===== src/rtl/shared_adder_scheduler.sv =====
// Shares one external 4-bit adder between two requesters: arbitrates round-robin,
// runs a WIDTH-bit add one nibble per cycle (LSB first), returns the result tagged by id.
module shared_adder_scheduler #(
  parameter int WIDTH = 16
) (
  input  logic             clk,
  input  logic             rst,
  input  logic             req0_valid,
  output logic             req0_ready,
  input  logic [WIDTH-1:0] req0_a,
  input  logic [WIDTH-1:0] req0_b,
  input  logic             req0_cin,
  input  logic             req1_valid,
  output logic             req1_ready,
  input  logic [WIDTH-1:0] req1_a,
  input  logic [WIDTH-1:0] req1_b,
  input  logic             req1_cin,
  output logic [3:0]       add_a,
  output logic [3:0]       add_b,
  output logic             add_cin,
  input  logic [3:0]       add_sum,
  input  logic             add_cout,
  output logic             res_valid,
  input  logic             res_ready,
  output logic [WIDTH-1:0] res_sum,
  output logic             res_cout,
  output logic             res_id
);

  localparam int NIB = WIDTH / 4;
  localparam int CW  = (NIB > 1) ? $clog2(NIB) : 1;
  localparam logic [CW-1:0] LAST = CW'(NIB - 1);

  typedef enum logic [1:0] {IDLE, RUN, DONE} state_t;

  state_t           state, state_nxt;
  logic [WIDTH-1:0] a_reg, b_reg, sum_reg;
  logic [CW-1:0]    cnt;
  logic             carry, id_reg, last_grant;
  logic             grant0, grant1, accept;

  // On contention the requester that did not win last time gets the grant.
  always_comb begin
    // NOTE: every combinational output gets a default first so no path leaves it unassigned (no latch).
    grant0 = 1'b0;
    grant1 = 1'b0;
    if (req0_valid && req1_valid) begin
      grant0 = last_grant;
      grant1 = !last_grant;
    end else begin
      grant0 = req0_valid;
      grant1 = req1_valid;
    end
  end

  assign req0_ready = (state == IDLE) && grant0 && !rst;
  assign req1_ready = (state == IDLE) && grant1 && !rst;
  assign accept     = (req0_valid && req0_ready) || (req1_valid && req1_ready);

  always_ff @(posedge clk) begin
    // NOTE: state is updated with non-blocking assignments so every flop samples pre-edge values.
    if (rst) state <= IDLE;
    else     state <= state_nxt;
  end

  always_comb begin
    state_nxt = state;
    case (state)
      IDLE:    if (accept)        state_nxt = RUN;
      RUN:     if (cnt == LAST)   state_nxt = DONE;
      DONE:    if (res_ready)     state_nxt = IDLE;
      default:                    state_nxt = IDLE;
    endcase
  end

  // Operand, carry-chain and result registers.
  always_ff @(posedge clk) begin
    if (rst) begin
      a_reg      <= '0;
      b_reg      <= '0;
      sum_reg    <= '0;
      cnt        <= '0;
      carry      <= 1'b0;
      id_reg     <= 1'b0;
      last_grant <= 1'b1;
    end else begin
      case (state)
        IDLE: if (accept) begin
          a_reg      <= req1_ready ? req1_a   : req0_a;
          b_reg      <= req1_ready ? req1_b   : req0_b;
          carry      <= req1_ready ? req1_cin : req0_cin;
          id_reg     <= req1_ready;
          last_grant <= req1_ready;
          cnt        <= '0;
        end
        RUN: begin
          sum_reg[{cnt, 2'b00} +: 4] <= add_sum;
          carry                      <= add_cout;
          if (cnt != LAST) cnt <= cnt + CW'(1);
        end
        default: ;
      endcase
    end
  end

  always_comb begin
    add_a     = 4'h0;
    add_b     = 4'h0;
    add_cin   = 1'b0;
    res_valid = 1'b0;
    res_sum   = '0;
    res_cout  = 1'b0;
    res_id    = 1'b0;
    if (state == RUN) begin
      add_a   = a_reg[{cnt, 2'b00} +: 4];
      add_b   = b_reg[{cnt, 2'b00} +: 4];
      add_cin = carry;
    end
    if (state == DONE) begin
      res_valid = 1'b1;
      res_sum   = sum_reg;
      res_cout  = carry;
      res_id    = id_reg;
    end
  end

endmodule

===== config.mk =====
export PLATFORM = sky130hd
export DESIGN_NAME = shared_adder_scheduler
export DESIGN_NICKNAME = d
export VERILOG_FILES = /design/src/rtl/shared_adder_scheduler.sv
export SDC_FILE = /design/constraint.sdc
export NUM_CORES = 1
export LEC_CHECK = 0
export ABC_AREA = 1
export CAP_MARGIN = 20
export CORE_MARGIN = 2
export CORE_UTILIZATION = 45
export CTS_CLUSTER_SIZE = 14
export DETAILED_ROUTE_END_ITERATION = 7
export MAX_ROUTING_LAYER = met4
export PLACE_DENSITY = 0.8
export SYNTH_ARGS = -nofsm -noshare
export SYNTH_HDL_FRONTEND = slang
export SYNTH_SLANG_ARGS = --single-unit
export TNS_END_PERCENT = 10

===== constraint.sdc =====
create_clock -name clk -period 2.2 [get_ports clk]
set_input_delay 0.33 -clock clk [delete_from_list [all_inputs] [get_ports clk]]
set_output_delay 0.33 -clock clk [all_outputs]
set_load 0.005 [all_outputs]

* Yosys cells after proc, flatten, opt, wreduce, memory -nomap -nowiden *
Index checks and enable logic that the tools add are counted.

storage, ports and cells
  register bits = 55
  input bits = 76
  output and inout bits = 30
  word-level logic and storage cells = 60

cells by class
  $add $sub $neg = 2
  equal/unequal tests = 8
  shifts and indexed selects = 4
  mux-type cells = 22
  reduce and logical (&&, ||, !) cells = 16

operators by type and width
  operator                                               count
  two-way mux 16 bit                                     3
  variable part select 16 x 5 -> 4 bit                   2
  bitwise mux 16 bit                                     1
  variable shift 4 x 6 -> 16 bit (first input constant)  1
  variable part select 4 x 6 -> 16 bit                   1
  two-way mux 2 bit                                      5
  != test 2 bit (second input constant)                  5
  two-way mux 1 bit                                      8
  two-way mux 4 bit                                      2
  logical AND 1 bit                                      7
  negation 4 -> 6 bit                                    1
  case mux 2 bit (3 select lines)                        1
  AND reduction 3 bit                                    2
  equality test 2 bit (second input constant)            2
  case mux 2 bit (2 select lines)                        1
  AND reduction 2 bit                                    2
  adder 2 x 1 -> 2 bit (second input constant)           1
  equality test 2 x 1 -> 1 bit (second input constant)   1
  logical NOT 1 bit                                      2
  logical NOT 2 bit                                      1
  case mux 1 bit (2 select lines)                        1
  nonzero test 2 bit                                     1
  logical OR 1 bit                                       1

* Longest topological paths before layout *
Gate-level depths: netlist of the first run.

  depth after elaboration = 8
  gate-level depth with buffers = 9
  depth with buffers taken out = 8

* Least setup slack after synthesis of the first run *
OpenSTA, ideal clock, no wires.

  path kind = flip-flop to flip-flop
  from = register cnt[1]
  to = register sum_reg[10]
  library setup time = 0.070 ns
  arrival time = 1.698 ns
  data required time = 2.130 ns
  path slack = 0.432 ns
  stages on the path, launching flop included = 9
  path buffers = 2
  clock period less this slack = 1.768 ns
  path through = dfxtp_1 buf_2 clkinv_1 ha_1 clkbuf_1 nand2_1 nor2_1 o21ai_0 a21oi_1

between the ends
  longest elaborated chain between the ends = 3
  elaborated cells on any way between the ends = 4
  classes of those cells = add/sub (1); shift (2); mux (1)

ends and longest elaborated chain
  element                                                                                 line  source
  start, declared                                                                         38    logic [CW-1:0] cnt;
  start signal, assigned                                                                  99    if (cnt != LAST) cnt <= cnt + CW'(1);
  negation 4 -> 6 bit *                                                                   97    sum_reg[{cnt, 2'b00} +: 4] <= add_sum;
  variable part select 4 x 6 -> 16 bit or variable shift 4 x 6 -> 16 bit (tied branches)  97
  bitwise mux 16 bit *                                                                    97
  end signal, assigned by index                                                           97
  end, declared                                                                           37    logic [WIDTH-1:0] a_reg, b_reg, sum_reg;

Every way passes the cells marked *; elsewhere a longest branch is shown, timed or not.
A chain may end at the register's enable or synchronous reset.

* Worst setup path after layout of the first run *
  from = register cnt[0]
  to = output port add_a[3]

between the ends
  longest elaborated chain between the ends = 2

ends and longest elaborated chain
  element                               line  source
  variable part select 16 x 5 -> 4 bit  115   add_a = a_reg[{cnt, 2'b00} +: 4];
  two-way mux 4 bit                     114   if (state == RUN) begin
  end, declared                         18    output logic [3:0] add_a,

Every way passes these cells.

==> results_dict.tcl, run 1 <==
set metrics [dict create \
    status "finished, violations left" \
    violations "DRC, setup timing" \
    grt-ovfl-total 0 \
    gp_congestion 0.807 \
    crit_chain "buf_4, inv_1, buf_6, o21ai_0, a21oi_1, clkdlybuf4s50_1" \
    cts_tree "done" \
    tns_ps -6.39 \
    hold_class "reg2reg" \
    grt_pass1_wl_um 12600 \
    finalNetCount 670 \
    grt_pass1_vias 3102 \
    vias 3246 \
    crit_fanout 14 \
    synth_area_leaders "dfxtp_1 37%, nor2_1 16%, nand2_1 16%" \
    clk_path_buf_depth 2 \
    clk_latency_ps 300 \
    synth_edf_count 0 \
    critPathKind "reg2out" \
    hold_viol 0 \
    relSlewSlack 0.663 \
    setup_viol 1 \
    netlist_area_mm2 0.00301 \
    finalNonFillerCells 664 \
    core_mm2 0.00642 \
    antenna_found_initial 0 \
    synthCells 489 \
    htreeDepth 2 \
    min_period_ps 2210 \
    critPathSlowestCell "clkdlybuf4s50_1" \
    cts-buffers-inserted 5 \
    row_count 29 \
    syn-num-nets 571 \
    r2r_setup_slack_ps 420 \
    initial_core_util 0.469 \
    ys_async_sr_fraction 0 \
    required_ps 1870 \
    wl_per_cell_um 11.3 \
    period_share 1.00 \
    drive_above_1_share 0.0511 \
    io_buffer_count 105 \
    final_area_mm2 0.00419 \
    cap_violations 0 \
    gr-usage-all-layers 0.214 \
    synth_top_cells_by_count "132 x nor2_1, 125 x nand2_1, 57 x o21ai_0" \
    grt_max_degree 36 \
    report.final.slew_viol_count 0 \
    max_stage_delay_ps 540 \
    worstMarginPinSlew_ps 504 \
    synth_cell_types 26 \
    seq_area_frac_synth 0.365 \
    p_leak_nw 1.85 \
    n_fill_cell 603 \
    final_core_util 0.652 \
    yosys.area.top_type_share 0.365 \
    die_y_um 85.8 \
    multi_input_area_mm2 0.00159 \
    dpl.hpwl_um 5780 \
    drc 6 \
    clockRootBuffer "clkbuf_8" \
    die_x_um 85.8 \
    p_per_area_mw_per_mm2 512 \
    dp.cells 658 \
    vdd_drop_max_mv 0.288 \
    syn_avg_cell_area_um2 6.16 \
    ys_seq_elements 55 \
    ys_warn_count 0 \
    fmax_mhz 453 \
    finalWirelength_um 7530 \
    startpoint_type "register" \
    synth.most_common_cell "nor2_1" \
    end_kind "output pin" \
    dieArea_mm2 0.00737 \
    finalPower_mw 2.14 \
    postRouteAntennaNets 0 \
    synth_area_leader_cell "dfxtp_1" \
    dpl_cell_area_mm2 0.00410 \
    ios 106 \
    cts_sinks 55 \
    dr.pass1.iters 7 \
    antenna-diode-count 0 \
    syn2layout_area_growth_pct 38.9 \
    path_clk_slew_ps 90 \
    layout_setup_ws_ps -6.39 \
    cp.arrival_ps 1880 \
    seq_area_mm2 0.00110 \
    worst_clock_skew_ps 4.27 \
    rsz0062_at_grt "true" \
    post-cts-setup-buffers 0 \
    detail_route.iter0.violations 120 \
    via_per_inst 4.89 \
    synthFlopType "dfxtp_1" \
]
metal layers:
layer	up-vias	global-route usage	wire, um
li1	1714	-	-
met1	1437	0.227	3210
met2	84	0.402	3860
met3	11	0.0433	345
met4	0	0.0592	105
met5	-	-	0
worst max-delay path: cells and delay by family (launching register included):
| family | cells | cell delay (ps) |
|---|---|---|
| buf+inv | 4 | 960 |
| flops | 1 | 320 |
| compound gates | 2 | 290 |
metrics by stage:
step	worst slack, ps	hold WS (ps)
detailed placement	175	455
global route	-68.4	487
CTS	-28.4	468
finish	-6.39	464
global placement	195	439
floorplan	432	430
what timing repair did:
| action | CTS | global route |
|---|---|---|
| endpoints found under the hold margin | 0 | 0 |
| hold buffers | 0 | 0 |
| resized for setup | 4 | 5 |
| endpoints found under the setup margin | 7 | 5 |
| pin swaps | 0 | 1 |
area by class of cell:
type	instances	area share
repair buffers	119	0.282
clock buffers	6	0.0173
multi-input cells	369	0.381
flip-flops and latches	55	0.263
inverters	38	0.0344
well taps	77	0.0230
power by group:
part / switching (mW) / internal, mW / total (mW) / leakage [nW]
Combinational: 0.262 / 0.264 / 0.526 / 1.36
Sequential: 0.0382 / 1.07 / 1.11 / 0.451
Clock: 0.291 / 0.213 / 0.504 / 0.0371
cell usage in the layout (no fill, tap or decap), types with 5 or more instances in the layout:
| cell type | n |
|---|---|
| buf_4 | 12 |
| nand2_1 | 125 |
| inv_1 | 33 |
| nor2_1 | 132 |
| dfxtp_1 | 55 |
| a21oi_1 | 27 |
| clkdlybuf4s50_1 | 98 |
| clkbuf_8 | 5 |
| o21ai_0 | 57 |
| nand3_1 | 8 |
| ha_1 | 6 |
path summary, 6_finish.rpt:
check / startpoint / end / depth (start not counted)
worst max-delay path: cnt[0] / add_a[3] / 6
worst min-delay path: sum_reg[11] / sum_reg[11] / 2
worst max register to register: cnt[0] / sum_reg[1] / 7
worst min register to register: sum_reg[11] / sum_reg[11] / 2
cell families (layout without fill, tap and decap cells):
group,Yosys count,in the layout,share of synthesized area
simple gates,273,273,0.353
compound gates,90,90,0.151
buf+inv,65,163,0.106
flops,55,55,0.365
fa+ha+maj,6,6,0.0249
(Power assumes the default switching activity.)
==> run 2: changes to the inputs <==
--- a/config.mk
+++ b/config.mk
@@ -7,7 +7,7 @@
 export LEC_CHECK = 0
 export ABC_AREA = 1
 export CAP_MARGIN = 20
-export CORE_MARGIN = 2
+export CORE_MARGIN = 4
 export CORE_UTILIZATION = 45
 export CTS_CLUSTER_SIZE = 14
 export DETAILED_ROUTE_END_ITERATION = 7
==> run 2 against run 1 <==
The run now ends clean. Core utilization rose by 0.29 points. Non-clock buffer count shrank 1. Sequential power about the same. Flip-flop and latch count is the same. Final area up 0.45%. Global-route usage shrank 2.5 points. Worst setup slack better by 94 ps. Via count is 0.34% lower. Power up 1.2%. Clock skew up 3.4 ps. Register-to-register slack got worse by 30 ps.
==> results_dict.tcl, run 2 (same netlist as run 1, synthesis figures left out) <==
set metrics [dict create \
    status "finished clean" \
    htreeDepth 2 \
    hp-start "sum_reg[9]" \
    finalPower_mw 2.17 \
    crit_chain "buf_6, nor2_1, nor2_1, o21ai_0, a21oi_1, clkdlybuf4s50_1" \
    finalNetCount 669 \
    drive_above_1_share 0.0561 \
    crit_top_cell "nor2_1" \
    cts_tree "done" \
    clockRootBuffer "clkbuf_8" \
    gr-usage-all-layers 0.190 \
    path_clk_slew_ps 90 \
    clk_latency_ps 300 \
    p_leak_nw 1.84 \
    initial_core_util 0.469 \
    crit_start "cnt[0]" \
    max_stage_delay_ps 540 \
    vdd_drop_max_mv 0.275 \
    finalWirelength_um 7610 \
    dpl.hpwl_um 5790 \
    hold_viol 0 \
    io_buffer_count 105 \
    min_period_ps 2110 \
    core_mm2 0.00642 \
    cap_violations 0 \
    cts_sinks 55 \
    dp.cells 657 \
    grt_max_degree 36 \
    critPathKind "reg2out" \
    drc 0 \
    post-cts-setup-buffers 0 \
    syn2layout_area_growth_pct 39.5 \
    period_share 0.960 \
    die_y_um 89.8 \
    row_count 29 \
    grt_pass1_vias 3064 \
    postRouteAntennaNets 0 \
    fmax_mhz 473 \
    timing.rr.start "cnt[0]" \
    finalNonFillerCells 665 \
    startpoint_type "register" \
    antenna_found_initial 0 \
    required_ps 1870 \
    cts-buffers-inserted 5 \
    setup_viol 0 \
    clk_path_buf_depth 2 \
    rsz0062_at_grt "false" \
    final_common_cell "nor2_1" \
    via_per_inst 4.86 \
    multi_input_area_mm2 0.00160 \
    seq_area_mm2 0.00110 \
    grt_pass1_wl_um 12700 \
    dp_slack_ps 189 \
    end_kind "output pin" \
    relSlewSlack 0.646 \
    crit_fanout 11 \
    grt-ovfl-total 0 \
    die_x_um 89.8 \
    vias 3235 \
    antenna-diode-count 0 \
    cp.arrival_ps 1780 \
    worstMarginPinSlew_ps 530 \
    detail_route.iter0.violations 163 \
    hold_class "reg2reg" \
    layout_setup_ws_ps 87.3 \
    report.final.slew_viol_count 0 \
    wl_per_cell_um 11.4 \
    dr.pass1.iters 7 \
    hold_ws_ps 462 \
    n_fill_cell 605 \
    p_per_area_mw_per_mm2 516 \
    ios 106 \
    dieArea_mm2 0.00807 \
    gp_congestion 0.830 \
    layout_common_cells "132 x nor2_1, 124 x nand2_1, 100 x clkdlybuf4s50_1" \
    tns_ps 0 \
    worst_clock_skew_ps 7.65 \
    critPathSlowestCell "clkdlybuf4s50_1" \
]
==> run 2: cell count changes in the layout (fill, tap and decap cells not counted), sizes merged <==
| cell | previous run | this run |
|---|---|---|
| clkbuf | 6 | 7 |
| clkinvlp | 0 | 1 |
| dlygate4sd2 | 3 | 1 |
| clkdlybuf4s50 | 98 | 100 |
| buf | 14 | 13 |
==> run 2: worst paths after layout <==
check / to / depth (start not counted) / slack, ps
worst max-delay path: add_b[2] / 6 / 90
worst min-delay path: sum_reg[9] / 2 / 460
worst max register to register: sum_reg[0] / 6 / 390
worst min register to register: sum_reg[9] / 2 / 460
==> run 2: per-stage QoR <==
stage | cell area (um^2) | util
final | 4210 | 0.655
after global routing | 4210 | 0.655
after CTS | 4180 | 0.651
after detailed placement | 4100 | 0.638
after global placement | 4100 | 0.638
after floorplan | 3010 | -
==> run 2: repair_timing <==
| action | in CTS | in global routing |
|---|---|---|
| gates resized for setup | 4 | 10 |
| pin swaps | 1 | 2 |
| setup endpoints to repair | 8 | 8 |
| hold buffers | 0 | 0 |
==> run 2: critical path: cells and delay by family (launching register included) <==
kind | cells | cell delay [ps]
buffers and inverters | 2 | 690
DFF | 1 | 390
AOI/OAI and AO/OA | 2 | 260
and+or+nand+nor | 2 | 150
==> run 2: where the power goes <==
part	internal, mW	switching (mW)	total, mW
registers	1.07	0.0389	1.11
clock network	0.224	0.302	0.526
logic	0.266	0.263	0.528
==> run 2: cell type report <==
| class | count | area share |
|---|---|---|
| Timing Repair Buffer | 118 | 0.280 |
| Clock inverter | 1 | 0.00119 |
| Inverter | 38 | 0.0354 |
| Sequential cell | 55 | 0.263 |
| Multi-Input combinational cell | 369 | 0.380 |
| Tap cell | 77 | 0.0229 |
| Clock buffer | 7 | 0.0181 |
==> run 2: metal layers <==
| layer | vias to the layer above | GRT usage | part of all wire |
|---|---|---|---|
| met2 | 113 | 0.340 | 0.50 |
| met1 | 1391 | 0.204 | 0.43 |
| met3 | 22 | 0.0467 | 0.056 |
| met5 | - | - | 0 |
| met4 | 0 | 0.0677 | 0.022 |
| li1 | 1709 | - | - |
